**src/rtl/puf_round_sequencer_if.sv**
```systemverilog
// puf_round_sequencer_if: command, datapath-handshake and stage-control bundle
interface puf_round_sequencer_if #(
  parameter int SEED_WIDTH = 8,
  parameter int RND_WIDTH  = 4
);
  logic                  PUF_Go;
  logic [1:0]            Op_Type;
  logic [SEED_WIDTH-1:0] Challenge_Seed;
  logic [RND_WIDTH-1:0]  Round_Cnt;
  logic                  done_Scrambler;
  logic                  done_ECC_Dec;
  logic                  ECC_Fail;
  logic                  PUF_Busy;
  logic                  PUF_Done;
  logic                  PUF_Err;
  logic [2:0]            Err_Code;
  logic [RND_WIDTH-1:0]  Round_Idx;
  logic                  mux1_sel;
  logic                  En_Scrambler;
  logic                  Reset_Scrambler;
  logic [SEED_WIDTH-1:0] Seed_Data_LFSR;
  logic                  En_ECC_Dec;
  logic                  Reset_ECC_Dec;
  modport master (
    output PUF_Go, Op_Type, Challenge_Seed, Round_Cnt, done_Scrambler, done_ECC_Dec, ECC_Fail,
    input  PUF_Busy, PUF_Done, PUF_Err, Err_Code, Round_Idx, mux1_sel, En_Scrambler,
           Reset_Scrambler, Seed_Data_LFSR, En_ECC_Dec, Reset_ECC_Dec
  );
  modport slave (
    input  PUF_Go, Op_Type, Challenge_Seed, Round_Cnt, done_Scrambler, done_ECC_Dec, ECC_Fail,
    output PUF_Busy, PUF_Done, PUF_Err, Err_Code, Round_Idx, mux1_sel, En_Scrambler,
           Reset_Scrambler, Seed_Data_LFSR, En_ECC_Dec, Reset_ECC_Dec
  );
endinterface

```
**src/rtl/puf_round_sequencer.sv**
```systemverilog
// puf_round_sequencer: multi-round PUF scrambler/ECC sequencer with watchdogs and error reporting
module puf_round_sequencer #(
  parameter int SEED_WIDTH  = 8,
  parameter int RND_WIDTH   = 4,
  parameter int TIMEOUT_CYC = 1024
) (
  input logic clk,
  input logic Reset,
  puf_round_sequencer_if.slave bus
);
  localparam int TW = $clog2(TIMEOUT_CYC);
  typedef enum logic [2:0] {IDLE, LOAD, SCRAMBLE, ECC_RST, ECC_RUN, NEXT, FINISH, ERROR} state_t;
  state_t                state, state_nxt;
  logic [1:0]            op_q;
  logic [SEED_WIDTH-1:0] base_q, lfsr_seed;
  logic [RND_WIDTH-1:0]  count_q, round_idx, eff_cnt;
  logic [TW-1:0]         tmr;
  logic [2:0]            err_code, code_nxt;
  logic                  last, tmo;
  assign eff_cnt = bus.Op_Type[1] ? bus.Round_Cnt : RND_WIDTH'(1);
  assign last    = round_idx == count_q - RND_WIDTH'(1);
  assign tmo     = tmr == TW'(TIMEOUT_CYC - 1);
  // state register
  always_ff @(posedge clk or posedge Reset)
    if (Reset) state <= IDLE;
    else state <= state_nxt;
  // next state and error code; a done in the timeout cycle takes priority
  always_comb begin
    state_nxt = state;
    code_nxt  = err_code;
    case (state)
      IDLE: if (bus.PUF_Go) begin
        code_nxt  = eff_cnt == '0 ? 3'b100 : 3'b000;
        state_nxt = eff_cnt == '0 ? ERROR : LOAD;
      end
      LOAD:     state_nxt = SCRAMBLE;
      SCRAMBLE: if (bus.done_Scrambler) state_nxt = op_q[0] ? ECC_RST : NEXT;
                else if (tmo) begin
                  state_nxt = ERROR;
                  code_nxt  = 3'b001;
                end
      ECC_RST:  state_nxt = ECC_RUN;
      ECC_RUN:  if (bus.done_ECC_Dec) begin
                  state_nxt = bus.ECC_Fail ? ERROR : NEXT;
                  code_nxt  = bus.ECC_Fail ? 3'b011 : err_code;
                end else if (tmo) begin
                  state_nxt = ERROR;
                  code_nxt  = 3'b010;
                end
      NEXT:     state_nxt = last ? FINISH : LOAD;
      default:  state_nxt = IDLE;
    endcase
  end
  // operation context, round index, per-round seed and stage watchdog
  always_ff @(posedge clk or posedge Reset)
    if (Reset) begin
      op_q      <= '0;
      base_q    <= '0;
      count_q   <= '0;
      round_idx <= '0;
      lfsr_seed <= '0;
      tmr       <= '0;
      err_code  <= '0;
    end else begin
      err_code <= code_nxt;
      tmr      <= (state == LOAD || state == ECC_RST) ? '0 :
                  (state == SCRAMBLE || state == ECC_RUN) ? tmr + TW'(1) : tmr;
      if (state == IDLE && bus.PUF_Go) begin
        op_q      <= bus.Op_Type;
        base_q    <= bus.Challenge_Seed;
        count_q   <= eff_cnt;
        round_idx <= '0;
      end
      if (state == NEXT && !last) round_idx <= round_idx + RND_WIDTH'(1);
      if (state_nxt == LOAD)
        lfsr_seed <= state == IDLE ? bus.Challenge_Seed
                                   : base_q + SEED_WIDTH'(round_idx) + SEED_WIDTH'(1);
    end
  // outputs decoded from the state register or taken straight from registers
  always_comb begin
    bus.PUF_Busy        = state != IDLE;
    bus.PUF_Done        = state == FINISH || state == ERROR;
    bus.PUF_Err         = state == ERROR;
    bus.Err_Code        = err_code;
    bus.Round_Idx       = round_idx;
    bus.mux1_sel        = op_q[0];
    bus.En_Scrambler    = state == LOAD || state == SCRAMBLE;
    bus.Reset_Scrambler = state == LOAD;
    bus.Seed_Data_LFSR  = lfsr_seed;
    bus.En_ECC_Dec      = state == ECC_RST || state == ECC_RUN;
    bus.Reset_ECC_Dec   = state == ECC_RST;
  end
endmodule

```
**src/flat_wrapper.sv**
```systemverilog
// flat-port wrapper written by rule: the top's interface ports become plain ports
module puf_round_sequencer_flat 
#(
  parameter int SEED_WIDTH  = 8,
  parameter int RND_WIDTH   = 4,
  parameter int TIMEOUT_CYC = 1024
)
  (clk, Reset, bus_PUF_Go, bus_Op_Type, bus_Challenge_Seed, bus_Round_Cnt, bus_done_Scrambler, bus_done_ECC_Dec, bus_ECC_Fail, bus_PUF_Busy, bus_PUF_Done, bus_PUF_Err, bus_Err_Code, bus_Round_Idx, bus_mux1_sel, bus_En_Scrambler, bus_Reset_Scrambler, bus_Seed_Data_LFSR, bus_En_ECC_Dec, bus_Reset_ECC_Dec);
  puf_round_sequencer_if #(.SEED_WIDTH(SEED_WIDTH), .RND_WIDTH(RND_WIDTH)) bus_i ();
  input logic clk;
  input logic Reset;
  input wire logic [$bits(bus_i.PUF_Go)-1:0] bus_PUF_Go;
  input wire logic [$bits(bus_i.Op_Type)-1:0] bus_Op_Type;
  input wire logic [$bits(bus_i.Challenge_Seed)-1:0] bus_Challenge_Seed;
  input wire logic [$bits(bus_i.Round_Cnt)-1:0] bus_Round_Cnt;
  input wire logic [$bits(bus_i.done_Scrambler)-1:0] bus_done_Scrambler;
  input wire logic [$bits(bus_i.done_ECC_Dec)-1:0] bus_done_ECC_Dec;
  input wire logic [$bits(bus_i.ECC_Fail)-1:0] bus_ECC_Fail;
  output wire logic [$bits(bus_i.PUF_Busy)-1:0] bus_PUF_Busy;
  output wire logic [$bits(bus_i.PUF_Done)-1:0] bus_PUF_Done;
  output wire logic [$bits(bus_i.PUF_Err)-1:0] bus_PUF_Err;
  output wire logic [$bits(bus_i.Err_Code)-1:0] bus_Err_Code;
  output wire logic [$bits(bus_i.Round_Idx)-1:0] bus_Round_Idx;
  output wire logic [$bits(bus_i.mux1_sel)-1:0] bus_mux1_sel;
  output wire logic [$bits(bus_i.En_Scrambler)-1:0] bus_En_Scrambler;
  output wire logic [$bits(bus_i.Reset_Scrambler)-1:0] bus_Reset_Scrambler;
  output wire logic [$bits(bus_i.Seed_Data_LFSR)-1:0] bus_Seed_Data_LFSR;
  output wire logic [$bits(bus_i.En_ECC_Dec)-1:0] bus_En_ECC_Dec;
  output wire logic [$bits(bus_i.Reset_ECC_Dec)-1:0] bus_Reset_ECC_Dec;
  assign bus_i.PUF_Go = bus_PUF_Go;
  assign bus_i.Op_Type = bus_Op_Type;
  assign bus_i.Challenge_Seed = bus_Challenge_Seed;
  assign bus_i.Round_Cnt = bus_Round_Cnt;
  assign bus_i.done_Scrambler = bus_done_Scrambler;
  assign bus_i.done_ECC_Dec = bus_done_ECC_Dec;
  assign bus_i.ECC_Fail = bus_ECC_Fail;
  assign bus_PUF_Busy = bus_i.PUF_Busy;
  assign bus_PUF_Done = bus_i.PUF_Done;
  assign bus_PUF_Err = bus_i.PUF_Err;
  assign bus_Err_Code = bus_i.Err_Code;
  assign bus_Round_Idx = bus_i.Round_Idx;
  assign bus_mux1_sel = bus_i.mux1_sel;
  assign bus_En_Scrambler = bus_i.En_Scrambler;
  assign bus_Reset_Scrambler = bus_i.Reset_Scrambler;
  assign bus_Seed_Data_LFSR = bus_i.Seed_Data_LFSR;
  assign bus_En_ECC_Dec = bus_i.En_ECC_Dec;
  assign bus_Reset_ECC_Dec = bus_i.Reset_ECC_Dec;
  puf_round_sequencer #(.SEED_WIDTH(SEED_WIDTH), .RND_WIDTH(RND_WIDTH), .TIMEOUT_CYC(TIMEOUT_CYC)) u_core (.clk(clk), .Reset(Reset), .bus(bus_i));
endmodule
```
**config.mk**
```make
export PLATFORM = sky130hd
export DESIGN_NAME = puf_round_sequencer_flat
export DESIGN_NICKNAME = d
export VERILOG_FILES = /design/src/rtl/puf_round_sequencer_if.sv /design/src/rtl/puf_round_sequencer.sv /design/src/flat_wrapper.sv
export SDC_FILE = /design/constraint.sdc
export NUM_CORES = 1
export LEC_CHECK = 0
export CORE_ASPECT_RATIO = 0.6
export CORE_MARGIN = 3
export CORE_UTILIZATION = 52
export DETAILED_ROUTE_END_ITERATION = 12
export PLACE_DENSITY_LB_ADDON = 0.3
export SYNTH_ARGS = -nofsm -noshare
export SYNTH_HDL_FRONTEND = slang
export SYNTH_SLANG_ARGS = --single-unit
```
**constraint.sdc**
```tcl
create_clock -name clk -period 2.73 [get_ports clk]
set_input_delay 0.273 -clock clk [delete_from_list [all_inputs] [get_ports clk]]
set_output_delay 0.273 -clock clk [all_outputs]
set_load 0.01 [all_outputs]
```
==> flow_summary_export.csv, run 1 <==
group,metric,value,unit
outcome,status,"finished clean",
yosys,ys_ff_latch,41,
detailed_routing,vias,2038,
min_path,hp-class,"in -> async",
timing,fin_worst_skew,0.006430,ns
die,boundaryPins,43,
die,dieArea,0.005440,mm^2
yosys,synthTopCellsByArea,"dfrtp_1, nand2_1, o21ai_0",
global_route,grt_pass1_wl,9377,um
global_route,antenna_found_initial,0,
yosys,synth.top_cell.area_share,0.4320,
yosys,synth_area,0.002375,mm^2
worst_setup_path,setup.worst_path.class,"reg -> reg",
placement,io_buffers,42,
yosys,syn_nets,297,
yosys,yosysMostFrequentCell,"nand2_1",
detailed_routing,first_pass_iters,4,
yosys,ys_warn_count,0,
yosys,synth_mux_area_frac,0.07640,
timing,finalSetupViolCount,0,
yosys,synth_cell_types,39,
clock_network,root_buffer,"clkbuf_8",
worst_setup_path,slowest_delay,0.48,ns
layout,multiInputGateArea,0.001256,mm^2
power,pwr-share-comb,0.541,
layout,design_area,0.002984,mm^2
timing,slew_headroom,0.6501,
layout,finalNetCount,347,
clock_network,cts.path.max_buffers,2,
yosys,synthFlopType,"dfrtp_1",
worst_setup_path,path_max_fanout,8,
timing,hold_viol,0,
timing,tightest_slew,0.5248,ns
timing,drv_slew,0,
power,p_leak,1.349,nW
global_route,grt_pass1_vias,1924,
die,rows,18,
power,powerDensity,1039,mW/mm^2
layout,antenna_cells,0,
yosys,yosysSeqAreaShare,0.4320,
power,intPower,0.001882,W
yosys,synthArstFlopShare,1.000,
global_route,grt_usage,0.2218,
global_route,grt_max_degree,42,
die,core,0.004257,mm^2
global_route,overflow,0,
die,start_util,0.5579,
clock_network,cts_tree,"built",
yosys,synth_edf_count,0,
worst_setup_path,critPathCaptureType,"register",
layout,area_growth,25.66,%
clock_network,hold_buffers,0,
placement,placed_area,0.002898,mm^2
run,maxCapViolCount,0,
yosys,synth_top_family_by_area,"simple AND/OR/NAND/NOR gates",
detailed_routing,route.detailed.drc,0,
die,die_h,58.35,um
detailed_routing,wl_per_cell,14.75,um
worst_setup_path,required,2.90,ns
yosys,synth_fa_ha_area_frac,0.04531,
detailed_routing,drtAntennaViolNets,0,
yosys,yosysTopAreaCell,"dfrtp_1",
placement,place.gp.congestion,0.9303,
timing,period_share,0.9121,
power,vdd_drop_max,0.0005110,V
timing,finalCriticalPeriod,2.490,ns
clock_network,cts.sinks,41,
clock_network,cts_resized,0,
clock_network,cts_max_level,2,
yosys,syn_area_per_cell,8.828,um^2
yosys,synthCells,269,
placement,dp_hpwl,4137,um
detailed_routing,detail_route.iter0.violations,129,
yosys,synth_common_cells,"nand2_1, dfrtp_1, o21ai_0",
timing,fmax,0.4016,GHz
power,power_frac_seq,0.329,
clock_network,path_clk_slew,0.08,ns
yosys,synth_compound_area_frac,0.1196,
yosys,synth_xor_area_frac,0.06639,
worst_setup_path,cp.arrival,2.66,ns
worst_setup_path,worst_path_max_delay_cell,"or4b_1",
power,switching_share,0.3931,
power,switchingPower,0.001219,W
layout,layout.area.seq,0.001026,mm^2
power,clkPwrFrac,0.130,
detailed_routing,viasPerCell,5.377,
timing,tns,0,ns
yosys,synthSimpleGateAreaFrac,0.2213,
clock_network,cts_setup_buffers,0,
detailed_routing,routed_wl,5589,um
layout,fillers,343,
worst_setup_path,reg2reg_depth,8,
clock_network,cts_buffers,5,
timing,rsz0062_at_grt,"no",
layout,layout-drive-gt1-share,0.09091,
clock_network,clkLatencyLatePin,0.29,ns
worst_setup_path,cp-start-kind,"register",
worst_setup_path,path_cells,"ha_1 -> nand4_1 -> or4b_1 -> a31oi_1 -> or3_1 -> and4_1 -> buf_4 -> mux2_1",
die,die_w,93.25,um
power by group through the flow:
stage / Clock [W] / Sequential, W / Combinational, W
6_report: 0.000403 / 0.00102 / 0.00168
5_1_grt: 0.000435 / 0.00105 / 0.00186
4_1_cts: 0.000414 / 0.00102 / 0.00169
3_5_place_dp: 0 / 0.00102 / 0.00167
3_3_place_gp: 0 / 0.00102 / 0.00163
2_1_floorplan: 0 / 0.00102 / 0.00107
area by class of cell:
type                    instances  area share
multi-input cells             207      0.4210
well taps                      60     0.02516
clock buffers                   7     0.02893
inverters                      12     0.01509
flip-flops and latches         41      0.3438
repair buffers                 52      0.1660
routing by layer:
metal | wire length (um) | vias to the layer above | track usage
met2 | 2267 | 63 | 0.3100
li1 | - | 1013 | -
met4 | 48 | 0 | 0.05428
met1 | 2873 | 956 | 0.3439
met5 | 0 | - | 0
met3 | 400 | 6 | 0.05619
logic make-up after synthesis:
logic type | Yosys count
buffers and inverters | 21
muxes | 14
DFF | 41
AOI/OAI and AO/OA | 50
xor gates and xnor gates | 18
and+or+nand+nor | 117
adders and majority gates | 8
final timing paths:
| path | startpoint | endpoint | slack, ns |
|---|---|---|---|
| worst min-delay path | Reset | u_core.bus.Err_Code[2] | 0.40 |
| worst max-delay path | u_core.tmr[0] | u_core.bus.Seed_Data_LFSR[7] | 0.24 |
| max in group asynchronous | Reset | u_core.base_q[6] | 1.95 |
| worst min register to register | u_core.base_q[2] | u_core.base_q[2] | 0.49 |
| worst max register to register | u_core.tmr[0] | u_core.bus.Seed_Data_LFSR[7] | 0.24 |
| min in group clk | u_core.base_q[2] | u_core.base_q[2] | 0.49 |
flip-flops by register name, summed over array words and instances (netlist names):
| name | count |
|---|---|
| u_core.bus.Seed_Data_LFSR | 8 |
| u_core.tmr | 10 |
| u_core.bus.Err_Code | 3 |
| u_core.state | 3 |
| u_core.count_q | 4 |
| u_core.bus.Round_Idx | 4 |
| u_core.op_q | 1 |
| u_core.base_q | 8 |
per-stage QoR:
stage	worst slack, ns	total power [W]	instances	utilization	hold slack, ns
after floorplan	0.3987	0.002090	269	-	0.3784
after global routing	0.1431	0.003343	379	0.7011	0.4711
after global placement	0.3576	0.002644	372	0.6808	0.4644
final	0.2399	0.003101	379	0.7011	0.4037
after detailed placement	0.3005	0.002692	372	0.6808	0.4784
after CTS	0.2598	0.003117	379	0.7011	0.4255
cells in the final DEF (no fill, tap or decap), types with 5 or more instances in the layout:
| master | instances |
|---|---|
| nand2_1 | 63 |
| or3_1 | 6 |
| xor2_1 | 9 |
| nor3_1 | 5 |
| clkbuf_8 | 6 |
| a21oi_1 | 12 |
| nor2_1 | 17 |
| o21ai_0 | 24 |
| dfrtp_1 | 41 |
| inv_1 | 11 |
| nand3_1 | 8 |
| xnor2_1 | 9 |
| clkdlybuf4s50_1 | 42 |
| buf_4 | 10 |
| mux2_4 | 7 |
| ha_1 | 7 |
critical path: cells and delay by family, from the launching register on:
kind / cells / cell delay, ns
buffers and inverters: 1 / 0.20
muxes: 1 / 0.35
AOI/OAI and AO/OA: 1 / 0.16
and+or+nand+nor: 4 / 0.97
adders and majority gates: 1 / 0.29
DFF: 1 / 0.40
No activity file was read; power rests on OpenSTA's default activity.
==> run 2, diff against run 1 <==
--- a/config.mk
+++ b/config.mk
@@ -7,7 +7,7 @@
 export LEC_CHECK = 0
 export CORE_ASPECT_RATIO = 0.6
 export CORE_MARGIN = 3
-export CORE_UTILIZATION = 52
+export CORE_UTILIZATION = 32
 export DETAILED_ROUTE_END_ITERATION = 12
 export PLACE_DENSITY_LB_ADDON = 0.3
 export SYNTH_ARGS = -nofsm -noshare
==> run 2 against run 1 <==
Fmax is 2.0% higher; non-clock buffer count stayed put; clock power is 68% higher; critical path type unchanged; largest power group unchanged.
==> flow_summary_export.csv, run 2 (synthesized netlist as in run 1, its figures left out) <==
group,metric,value,unit
outcome,status,"finished clean",
clock_network,cts_tree,"built",
global_route,grt_pass1_wl,9970,um
clock_network,cts.path.max_buffers,2,
layout,multiInputGateArea,0.001256,mm^2
timing,worst_slack,0.2891,ns
timing,drv_slew,0,
layout,layout-drive-gt1-share,0.09375,
clock_network,cts_resized,0,
die,boundaryPins,43,
timing,tightest_slew,0.5339,ns
die,dieArea,0.008525,mm^2
timing,fin_worst_skew,0.006391,ns
detailed_routing,viasPerCell,4.819,
global_route,use_met1,0.2397,
worst_setup_path,path_max_fanout,8,
min_path,hp-class,"in -> async",
clock_network,cts_buffers,5,
placement,pre_cts_ws,0.2952,ns
worst_setup_path,reg2reg_to,"u_core.bus.Seed_Data_LFSR[7]",
worst_setup_path,path_depth,8,
layout,regMostFlops,"u_core.tmr",
placement,dp_hpwl,4439,um
layout,fillers,666,
detailed_routing,vias,2024,
layout,layout_commonest_cell,"nand2_1",
worst_setup_path,r2r_slack,0.29,ns
clock_network,root_buffer,"clkbuf_16",
timing,fmax,0.4097,GHz
clock_network,path_clk_slew,0.06,ns
global_route,gr-usage-met2,0.2049,
global_route,grt_max_degree,42,
global_route,grt_pass1_vias,1970,
worst_setup_path,cp.arrival,2.60,ns
worst_setup_path,setup.worst_path.class,"reg -> reg",
timing,slew_headroom,0.6432,
layout,largest_reg_flops,10,
layout,layout_common_cells,"nand2_1, clkdlybuf4s50_1, dfrtp_1",
power,p_leak,1.389,nW
detailed_routing,wl_per_cell,14.19,um
die,die_w,117.2,um
global_route,antenna_found_initial,0,
timing,finalCriticalPeriod,2.441,ns
clock_network,clkLatencyLatePin,0.28,ns
clock_network,cts_max_level,2,
worst_setup_path,reg2reg_depth,8,
power,power.total,0.003392,W
run,maxCapViolCount,0,
clock_network,cts_setup_buffers,0,
detailed_routing,routed_wl,5961,um
detailed_routing,route.detailed.drc,0,
worst_setup_path,required,2.89,ns
layout,antenna_cells,0,
timing,timing.hold.ws,0.4278,ns
timing,tns,0,ns
global_route,overflow,0,
timing,rsz0062_at_grt,"no",
worst_setup_path,cp-start-kind,"register",
die,core,0.006935,mm^2
timing,hold_viol,0,
power,vdd_drop_max,0.0003374,V
die,rows,23,
die,start_util,0.3424,
die,die_h,72.73,um
worst_setup_path,worstReg2RegStart,"u_core.tmr[0]",
clock_network,cts.sinks,41,
detailed_routing,drtAntennaViolNets,0,
placement,io_buffers,42,
global_route,top_usage_layer,"met1",
clock_network,hold_buffers,0,
worst_setup_path,critPathCaptureType,"register",
detailed_routing,detail_route.iter0.violations,116,
worst_setup_path,path_buf_inv,1,
worst_setup_path,path_delay_family,"simple AND/OR/NAND/NOR gates",
detailed_routing,first_pass_iters,4,
worst_setup_path,worst_path_max_delay_cell,"or4b_1",
layout,area_growth,31.40,%
timing,finalSetupViolCount,0,
timing,period_share,0.8941,
layout,finalNetCount,347,
worst_setup_path,slowest_delay,0.49,ns
layout,layout.area.seq,0.001026,mm^2
global_route,met3_usage,0.03977,
worst_setup_path,path_cells,"ha_1 -> nand4_1 -> or4b_1 -> a31oi_1 -> or3_1 -> and4_1 -> buf_4 -> mux2_1",
global_route,grt_usage,0.1517,
placement,place.gp.congestion,0.8471,
power,powerDensity,1087,mW/mm^2
## run 2: cell types whose count changed in the layout (fill, tap and decap cells not counted)
cell / change
clkbuf_16: +5
clkbuf_8: -5
bufinv_16: +1
## run 2: worst max path at each step
| stage | from | to | slack [ns] |
|---|---|---|---|
| 6_report | u_core.tmr[0] | u_core.bus.Seed_Data_LFSR[7] | 0.29 |
| 5_1_grt | u_core.tmr[0] | u_core.bus.Seed_Data_LFSR[7] | 0.12 |
| 4_1_cts | u_core.tmr[0] | u_core.bus.Seed_Data_LFSR[7] | 0.28 |
| 3_5_place_dp | u_core.tmr[0] | u_core.bus.Seed_Data_LFSR[7] | 0.30 |
| 3_3_place_gp | u_core.tmr[0] | u_core.bus.Seed_Data_LFSR[7] | 0.34 |
| 2_1_floorplan | u_core.count_q[0] | u_core.bus.Seed_Data_LFSR[7] | 0.40 |
## run 2: tightest hold or removal path: stages
cell and delay [ns]:
clkdlybuf4s50_1 0.39, inv_1 0.05, buf_4 0.44
## run 2: layer usage
layer  share of wire  routed length (um)
met1            0.53                3181
met2            0.40                2383
met3           0.061                 364
met4          0.0052                  31
met5               0                   0
## run 2: layout make-up
cell class / instances / area share
well taps: 100 / 0.04010
multi-input cells: 207 / 0.4026
clock buffers: 7 / 0.04571
flip-flops and latches: 41 / 0.3288
clock inverters: 1 / 0.009623
repair buffers: 52 / 0.1588
inverters: 12 / 0.01443
## run 2: power breakdown
group | switching, W | leakage, nW | total [W] | internal (W)
registers | 0.000213 | 0.531 | 0.00104 | 0.000826
logic | 0.000819 | 0.774 | 0.00167 | 0.000855
clock network | 0.000223 | 0.0841 | 0.000679 | 0.000456
## run 2: through the flow
stage / cell area (um^2) / utilization / instances
floorplan: 2375 / - / 269
global placement: 2948 / 0.4250 / 412
detailed placement: 2948 / 0.4250 / 412
CTS: 3120 / 0.4499 / 420
global route: 3120 / 0.4499 / 420
finish: 3120 / 0.4499 / 420
